--- src/rtl/multicycle_ctrl_if.sv ---
// multicycle_ctrl_if: control/status bundle between the multi-cycle FSM and the datapath
interface multicycle_ctrl_if #(
   parameter int CNT_W = 32
);
   logic [6:0]       opcode;
   logic             zero;
   logic             mem_ready;
   logic             pc_write;
   logic             pc_src;
   logic             ir_write;
   logic             mem_read;
   logic             mem_write;
   logic             iord;
   logic             reg_write;
   logic             mem_to_reg;
   logic             alu_src;
   logic [1:0]       alu_op;
   logic             illegal;
   logic             halted;
   logic [CNT_W-1:0] retired;
   modport master (
      input  opcode, zero, mem_ready,
      output pc_write, pc_src, ir_write, mem_read, mem_write, iord, reg_write,
             mem_to_reg, alu_src, alu_op, illegal, halted, retired
   );
   modport slave (
      output opcode, zero, mem_ready,
      input  pc_write, pc_src, ir_write, mem_read, mem_write, iord, reg_write,
             mem_to_reg, alu_src, alu_op, illegal, halted, retired
   );
endinterface

--- src/rtl/multicycle_ctrl.sv ---
// multicycle_ctrl: multi-cycle RV32I control FSM sequencing PC, IR, ALU, register file and memory
module multicycle_ctrl #(
   parameter int CNT_W        = 32,
   parameter bit ILLEGAL_HALT = 1'b0
) (
   input logic               clk,
   input logic               reset,
   multicycle_ctrl_if.master bus
);
   typedef enum logic [3:0] {
      FETCH, DECODE, EXEC_R, EXEC_I, ADDR, MEM_RD, MEM_WR,
      WB_ALU, WB_MEM, BRANCH, ILLEGAL, HALT
   } state_t;
   state_t           st, nxt;
   logic             is_store;
   logic [CNT_W-1:0] cnt;
   logic             pc_write, pc_src, ir_write, mem_read, mem_write, iord;
   logic             reg_write, mem_to_reg, alu_src, illegal, halted, retire;
   logic [1:0]       alu_op;
   // state register; load/store kind is captured in DECODE since opcode is not looked at again
   always_ff @(posedge clk) begin
      if (reset) begin
         st       <= FETCH;
         is_store <= 1'b0;
         cnt      <= '0;
      end else begin
         st <= nxt;
         if (st == DECODE) is_store <= bus.opcode == 7'b0100011;
         if (retire) cnt <= cnt + CNT_W'(1);
      end
   end
   // next state plus Moore control decode, with mem_ready/zero qualifying the handshake states
   always_comb begin
      nxt        = st;
      pc_write   = 1'b0;
      pc_src     = 1'b0;
      ir_write   = 1'b0;
      mem_read   = 1'b0;
      mem_write  = 1'b0;
      iord       = 1'b0;
      reg_write  = 1'b0;
      mem_to_reg = 1'b0;
      alu_src    = 1'b0;
      alu_op     = 2'b00;
      illegal    = 1'b0;
      halted     = 1'b0;
      retire     = 1'b0;
      case (st)
         FETCH: begin
            mem_read = 1'b1;
            ir_write = bus.mem_ready;
            pc_write = bus.mem_ready;
            nxt      = bus.mem_ready ? DECODE : FETCH;
         end
         DECODE: begin
            case (bus.opcode)
               7'b0110011:             nxt = EXEC_R;
               7'b0010011:             nxt = EXEC_I;
               7'b0000011, 7'b0100011: nxt = ADDR;
               7'b1100011:             nxt = BRANCH;
               default:                nxt = ILLEGAL;
            endcase
         end
         EXEC_R: begin
            alu_op = 2'b10;
            nxt    = WB_ALU;
         end
         EXEC_I: begin
            alu_op  = 2'b10;
            alu_src = 1'b1;
            nxt     = WB_ALU;
         end
         WB_ALU: begin
            reg_write = 1'b1;
            retire    = 1'b1;
            nxt       = FETCH;
         end
         ADDR: begin
            alu_src = 1'b1;
            nxt     = is_store ? MEM_WR : MEM_RD;
         end
         MEM_RD: begin
            mem_read = 1'b1;
            iord     = 1'b1;
            alu_src  = 1'b1;
            nxt      = bus.mem_ready ? WB_MEM : MEM_RD;
         end
         WB_MEM: begin
            reg_write  = 1'b1;
            mem_to_reg = 1'b1;
            retire     = 1'b1;
            nxt        = FETCH;
         end
         MEM_WR: begin
            mem_write = 1'b1;
            iord      = 1'b1;
            alu_src   = 1'b1;
            retire    = bus.mem_ready;
            nxt       = bus.mem_ready ? FETCH : MEM_WR;
         end
         BRANCH: begin
            alu_op   = 2'b01;
            pc_src   = 1'b1;
            pc_write = bus.zero;
            retire   = 1'b1;
            nxt      = FETCH;
         end
         ILLEGAL: begin
            illegal = 1'b1;
            nxt     = ILLEGAL_HALT ? HALT : FETCH;
         end
         HALT:    halted = 1'b1;
         default: nxt = FETCH;
      endcase
   end
   assign bus.pc_write   = !reset && pc_write;
   assign bus.pc_src     = !reset && pc_src;
   assign bus.ir_write   = !reset && ir_write;
   assign bus.mem_read   = !reset && mem_read;
   assign bus.mem_write  = !reset && mem_write;
   assign bus.iord       = !reset && iord;
   assign bus.reg_write  = !reset && reg_write;
   assign bus.mem_to_reg = !reset && mem_to_reg;
   assign bus.alu_src    = !reset && alu_src;
   assign bus.alu_op     = reset ? 2'b00 : alu_op;
   assign bus.illegal    = !reset && illegal;
   assign bus.halted     = !reset && halted;
   assign bus.retired    = reset ? '0 : cnt;
endmodule

--- src/flat_wrapper.sv ---
// flat-port wrapper written by rule: the top's interface ports become plain ports
module multicycle_ctrl_flat 
#(
   parameter int CNT_W        = 32,
   parameter bit ILLEGAL_HALT = 1'b0
)
  (clk, reset, bus_opcode, bus_zero, bus_mem_ready, bus_pc_write, bus_pc_src, bus_ir_write, bus_mem_read, bus_mem_write, bus_iord, bus_reg_write, bus_mem_to_reg, bus_alu_src, bus_alu_op, bus_illegal, bus_halted, bus_retired);
  multicycle_ctrl_if #(.CNT_W(CNT_W)) bus_i ();
  input logic clk;
  input logic reset;
  input wire logic [$bits(bus_i.opcode)-1:0] bus_opcode;
  input wire logic [$bits(bus_i.zero)-1:0] bus_zero;
  input wire logic [$bits(bus_i.mem_ready)-1:0] bus_mem_ready;
  output wire logic [$bits(bus_i.pc_write)-1:0] bus_pc_write;
  output wire logic [$bits(bus_i.pc_src)-1:0] bus_pc_src;
  output wire logic [$bits(bus_i.ir_write)-1:0] bus_ir_write;
  output wire logic [$bits(bus_i.mem_read)-1:0] bus_mem_read;
  output wire logic [$bits(bus_i.mem_write)-1:0] bus_mem_write;
  output wire logic [$bits(bus_i.iord)-1:0] bus_iord;
  output wire logic [$bits(bus_i.reg_write)-1:0] bus_reg_write;
  output wire logic [$bits(bus_i.mem_to_reg)-1:0] bus_mem_to_reg;
  output wire logic [$bits(bus_i.alu_src)-1:0] bus_alu_src;
  output wire logic [$bits(bus_i.alu_op)-1:0] bus_alu_op;
  output wire logic [$bits(bus_i.illegal)-1:0] bus_illegal;
  output wire logic [$bits(bus_i.halted)-1:0] bus_halted;
  output wire logic [$bits(bus_i.retired)-1:0] bus_retired;
  assign bus_i.opcode = bus_opcode;
  assign bus_i.zero = bus_zero;
  assign bus_i.mem_ready = bus_mem_ready;
  assign bus_pc_write = bus_i.pc_write;
  assign bus_pc_src = bus_i.pc_src;
  assign bus_ir_write = bus_i.ir_write;
  assign bus_mem_read = bus_i.mem_read;
  assign bus_mem_write = bus_i.mem_write;
  assign bus_iord = bus_i.iord;
  assign bus_reg_write = bus_i.reg_write;
  assign bus_mem_to_reg = bus_i.mem_to_reg;
  assign bus_alu_src = bus_i.alu_src;
  assign bus_alu_op = bus_i.alu_op;
  assign bus_illegal = bus_i.illegal;
  assign bus_halted = bus_i.halted;
  assign bus_retired = bus_i.retired;
  multicycle_ctrl #(.CNT_W(CNT_W), .ILLEGAL_HALT(ILLEGAL_HALT)) u_core (.clk(clk), .reset(reset), .bus(bus_i));
endmodule
--- config.mk ---
export PLATFORM = sky130hd
export DESIGN_NAME = multicycle_ctrl_flat
export DESIGN_NICKNAME = d
export VERILOG_FILES = /design/src/rtl/multicycle_ctrl_if.sv /design/src/rtl/multicycle_ctrl.sv /design/src/flat_wrapper.sv
export SDC_FILE = /design/constraint.sdc
export NUM_CORES = 1
export LEC_CHECK = 0
export ABC_CLOCK_PERIOD_IN_PS = 2250
export CAP_MARGIN = 20
export CORE_MARGIN = 3
export CORE_UTILIZATION = 50
export DETAILED_ROUTE_END_ITERATION = 6
export GPL_TIMING_DRIVEN = 0
export HOLD_SLACK_MARGIN = 0.15
export PLACE_DENSITY = 0.8
export SETUP_SLACK_MARGIN = 0.5
export SLEW_MARGIN = 10
export SYNTH_ARGS = -nofsm -noshare
export SYNTH_HDL_FRONTEND = slang
export SYNTH_SLANG_ARGS = --single-unit
--- constraint.sdc ---
create_clock -name clk -period 2.25 [get_ports clk]
set_input_delay 0.225 -clock clk [delete_from_list [all_inputs] [get_ports clk]]
set_output_delay 0.225 -clock clk [all_outputs]
set_load 0.01 [all_outputs]
## Yosys cells after proc, flatten, opt, wreduce, memory -nomap -nowiden

Index checks and enable logic that the tools add are counted.

| operators by class | value |
|---|---|
| $add $sub $neg | 1 |
| eq/ne operators | 16 |
| mux-type cells | 21 |
| reduce and logical (&&, ||, !) cells | 20 |

Operator list:

| operator | count |
|---|---|
| adder 32 x 1 -> 32 bit, second input constant | 1 |
| 2-to-1 mux 32 bit | 1 |
| case mux 4 bit (7 select lines) | 1 |
| == test 4 x 3 -> 1 bit, second input constant | 4 |
| == test 4 bit, second input constant | 4 |
| case mux 4 bit (4 select lines) | 1 |
| == test 7 x 6 -> 1 bit, second input constant | 2 |
| logical AND 1 bit | 11 |
| 2-to-1 mux 1 bit | 11 |
| OR reduction 2 bit | 5 |
| == test 4 x 2 -> 1 bit, second input constant | 2 |
| == test 7 x 2 -> 1 bit, second input constant | 1 |
| == test 7 x 5 -> 1 bit, second input constant | 1 |
| == test 7 bit, second input constant | 1 |
| == test 4 x 1 -> 1 bit, second input constant | 1 |
| zero test 4 bit | 1 |
| 2-to-1 mux 2 bit | 2 |
| 2-to-1 mux 4 bit | 1 |
| case mux 1 bit (2 select lines) | 2 |
| case mux 2 bit (2 select lines) | 1 |
| OR reduction 4 bit | 1 |
| 2-to-1 mux 3 bit | 1 |
| OR reduction 3 bit | 1 |
| zero test 1 bit | 1 |

| storage, ports and cells | value |
|---|---|
| bits in registers | 37 |
| bits of input ports | 11 |
| output and inout bits | 45 |
| logic and storage cells | 61 |

## Depth between registers and ports, before layout

| logic depth | value |
|---|---|
| depth after elaboration | 4 |
| gate-level depth with buffers | 8 |

## Worst setup path after synthesis

No wires, ideal clock.

| path | value |
|---|---|
| path kind | reg-to-reg |
| start | register u_core.st[2] |
| end | register u_core.cnt[15] |
| setup time | 0.121 ns |
| arrival | 1.912 ns |
| required time | 2.129 ns |
| slack | 0.217 ns |
| cell stages (with the launch flop) | 9 |
| clock period less this slack | 2.033 ns |
| path through | dfxtp_1 buf_2 or3b_1 buf_2 o22a_1 buf_6 buf_2 nor3_1 mux2_2 |

| on the way | value |
|---|---|
| longest elaborated chain between the ends | 3 |
| elaborated cells on any way between the ends | 6 |

Ends and longest elaborated chain:

| what | line | RTL |
|---|---|---|
| start, declared | multicycle_ctrl.sv:14 | `state_t st, nxt;` |
| start signal, assigned | multicycle_ctrl.sv:27 | `st <= nxt;` |
| == test 4 x 3 -> 1 bit or == test 4 bit (tied branches) | multicycle_ctrl.sv:48 | `case (st)` |
| OR reduction 3 bit (no source line) | - |  |
| case mux 1 bit (2 select lines) (*) | multicycle_ctrl.sv:48 |  |
| end signal, assigned | multicycle_ctrl.sv:29 | `if (retire) cnt <= cnt + CNT_W'(1);` |
| end, declared | multicycle_ctrl.sv:16 | `logic [CNT_W-1:0] cnt;` |

Mark *: on every way between the ends. The rest lies on a longest branch, timed or not.
A chain may end at the register's enable or synchronous reset.

## Worst setup path after layout

| path | value |
|---|---|
| start | register u_core.cnt[9] |
| end | register u_core.cnt[30] |

| on the way | value |
|---|---|
| longest elaborated chain between the ends | 1 |

Ends and longest elaborated chain:

| what | line |
|---|---|
| adder 32 x 1 -> 32 bit | multicycle_ctrl.sv:29 |

No other way between the ends.

==> run metrics <==
status=completed; Worst Clk Skew=0.009810 ns; Antenna Cells=0; per-cell routed wire length=21.03 um; CP Capture Type=flip-flop; top_reg_cell synth=dfxtp_1; CTS tree=yes; crit share post-route=93.35%; Slew @ Worst Pin=0.5983 ns; depth of the worst register-to-register path=6; Hold WC Path Type=in2reg; Final HPWL DP=4732 um; Synth Net Count=315; stages on the worst setup path=6; Vias=2861; Required @ worst endpoint=2.45 ns; GRT Total Usage=28.64%; Register-to-Register Setup Slack=0.15 ns; number of I/O port buffers=54; crit path cell chain=nand4_1 > buf_4 > or4_4 > buf_8 > nor4_4 > mux2_4; Gate power share=44.0%; Layout fillers=217; largest net degree at the start of global routing=12; post-route ant nets=0; Die ar.=5526 um^2; maximum VDD drop=430.9 uV; max-cap viol count=0; Hold Violations, Final=0; pwr dens=555.0 nW/um^2; clock root buffer=clkbuf_8; CORE AREA=4444 um^2; worst r2r src=u_core.cnt[9]; fmax=476.1 MHz; Critical Path Sink=u_core.cnt[30]; share of layout cells above drive strength 1=40.66%; worst hold slack=0.5125 ns; startpoint type of the worst setup path=flip-flop; Synth top area share=31.73%; Mapped Cells=303; Row Count=24; Congestion Overflow GR=0; number of flops mapped to enable cells by yosys=0; kind of critical path=reg2reg; synth unique cells=48; Worst-Skew Late Latency=0.30 ns; FF+latch count, synth=37; Clk pwr share=21.8%; max_slew headroom=60.11%; Critical Path Source=u_core.cnt[9]; Avg Synthesized Cell Area=7.705 um^2; crit-path max cell delay=0.51 ns; Data arrival, critical path=2.30 ns; crit path buf inv count=2; # DRC=0; pre-CTS setup slack=-0.7437 ns; FF-to-FF End=u_core.cnt[30]; Slowest cell on crit path=or4_4; setup ws final=0.1497 ns; Worst-path clk slew=0.08 ns; TritonRoute pass-1 iters=5; leakage=1.832 nW; Switching Share=37.84%; Async SR Flop Fraction=0%; DRT iter0 DRCs=286; power share of the sequential group=34.2%; first-pass GRT wire length=12170 um; sequential cell area fraction in the yosys report=31.73%; Die X=74.34 um; Layout Area Growth over Synthesis=67.47%; Pint=1.349 mW; TritonCTS buffer count=5; Die Y=74.34 um; vias in the first global route=2567; fin. max-slew vios=0; Hold Buf Count CTS=0; Routed Wire Length=9315 um; Initial Util=52.53%; unrepaired setup endpoints after global routing=yes; setup_tns=0 ns; ranking of synthesized cells by area=dfxtp_1 32%, mux2_2 9.2%, nor2b_1 7.8%, nor2_1 5.5%, nor3_1 4.7%; post-synth top area cell=dfxtp_1; CTS HTree Levels=2; clk sink count=37; Ports=56; Final min period=2.100 ns; P_sw=821.2 uW; routability cong.=0.9117; mapped cell area=2335 um^2; crit-path leading delay family=simple AND/OR/NAND/NOR gates; Final setup viols=0; Max Root-Sink Buffers=2; Vias per Instance=6.458; Yosys warnings=0; initial antenna violation count=0; NumNets Final=402; Worst Path Max Fanout=7
-- worst register-to-register path, stage by stage (launching register included) --
cell and delay [ns]:
dfxtp_4 0.38, nand4_1 0.21, buf_4 0.21, or4_4 0.51
buf_8 0.17, nor4_4 0.20, mux2_4 0.33
-- cell usage after synthesis (3+ instances only) --
library cell	n
nor4_1	9
nand3_1	9
o21ai_0	14
or3_1	9
buf_2	3
mux2_2	19
clkbuf_1	16
a21oi_1	14
nor3_1	22
nor2b_1	29
and4_1	4
nand2b_1	6
nand4_1	10
nand2_1	15
dfxtp_1	37
or4_1	5
nor2_1	34
inv_1	9
-- layout by cell type (no fill, tap or decap), drive strengths merged, types with 14 or more instances in the layout --
cell type,n
a21oi,14
buf,51
clkbuf,16
clkdlybuf4s50,25
dfxtp,37
mux2,19
nand2,15
nor2,34
nor2b,29
nor3,22
o21ai,14
-- sequential cells by signal (all words and copies together), names as in the netlist --
name             flops
u_core.st            4
u_core.is_store      1
u_core.cnt          32
-- repair_timing --
action                                  in CTS  in global routing
buffers inserted                            15                  8
endpoints found under the setup margin      79                 61
resized for setup                          111                 99
pin swaps                                   15                 17
cloned                                       3                  0
endpoints found under the hold margin        0                  0
-- worst min-delay path by stage --
| stage | from | cells after the start | end |
|---|---|---|---|
| 2_1_floorplan | bus_opcode[6] | 2 | u_core.st[3] |
| 3_3_place_gp | u_core.cnt[31] | 2 | u_core.cnt[31] |
| 3_5_place_dp | u_core.cnt[31] | 2 | u_core.cnt[31] |
| 4_1_cts | reset | 3 | u_core.st[3] |
| 5_1_grt | reset | 3 | u_core.st[3] |
| 6_report | reset | 3 | u_core.st[3] |
-- area by class of cell --
type                    instances  area, um^2  share of cell area [%]
multi-input cells             234        1942                   49.66
plain buffers                  23       252.7                   6.464
flip-flops and latches         37       774.5                   19.81
clock inverters                 2       10.01                  0.2560
repair buffers                 80       759.5                   19.42
clock buffers                   6       72.57                   1.856
inverters                       9       33.78                  0.8640
well taps                      52       65.06                   1.664
-- cells by family (layout without fill, tap and decap cells) --
family,count (synthesis),in the layout,share of synthesized area [%]
and+or+nand+nor,164,164,38.64
AOI/OAI and AO/OA,45,45,12.06
DFF,37,37,31.73
buffers and inverters,32,120,5.948
muxes,20,20,9.593
xor gates and xnor gates,4,4,1.501
adders and majority gates,1,1,0.5358
-- per-stage QoR --
stage | instances | power, mW | utilization, % | cell area [um^2]
after global placement | 409 | 1.349 | 70.64 | 3139
after global routing | 443 | 2.249 | 87.98 | 3910
after detailed placement | 409 | 1.357 | 70.64 | 3139
final | 443 | 2.170 | 87.98 | 3910
after floorplan | 303 | 1.153 | - | 2534
after CTS | 435 | 1.934 | 80.10 | 3560
-- power groups by stage --
stage / logic (mW) / registers (mW) / clock network (mW)
after detailed placement: 0.612 / 0.745 / 0
after floorplan: 0.420 / 0.733 / 0
after CTS: 0.734 / 0.735 / 0.465
after global placement: 0.606 / 0.743 / 0
after global routing: 1.01 / 0.746 / 0.496
final: 0.954 / 0.742 / 0.473
-- metal layers --
layer | wire [um] | GRT usage [%] | vias up
met1 | 3659 | 36.48 | 1362
met4 | 505 | 11.86 | 0
met5 | 0 | 0 | -
li1 | - | - | 1257
met3 | 750 | 5.270 | 51
met2 | 4399 | 47.74 | 191
Power figures use the tool's default switching activity.
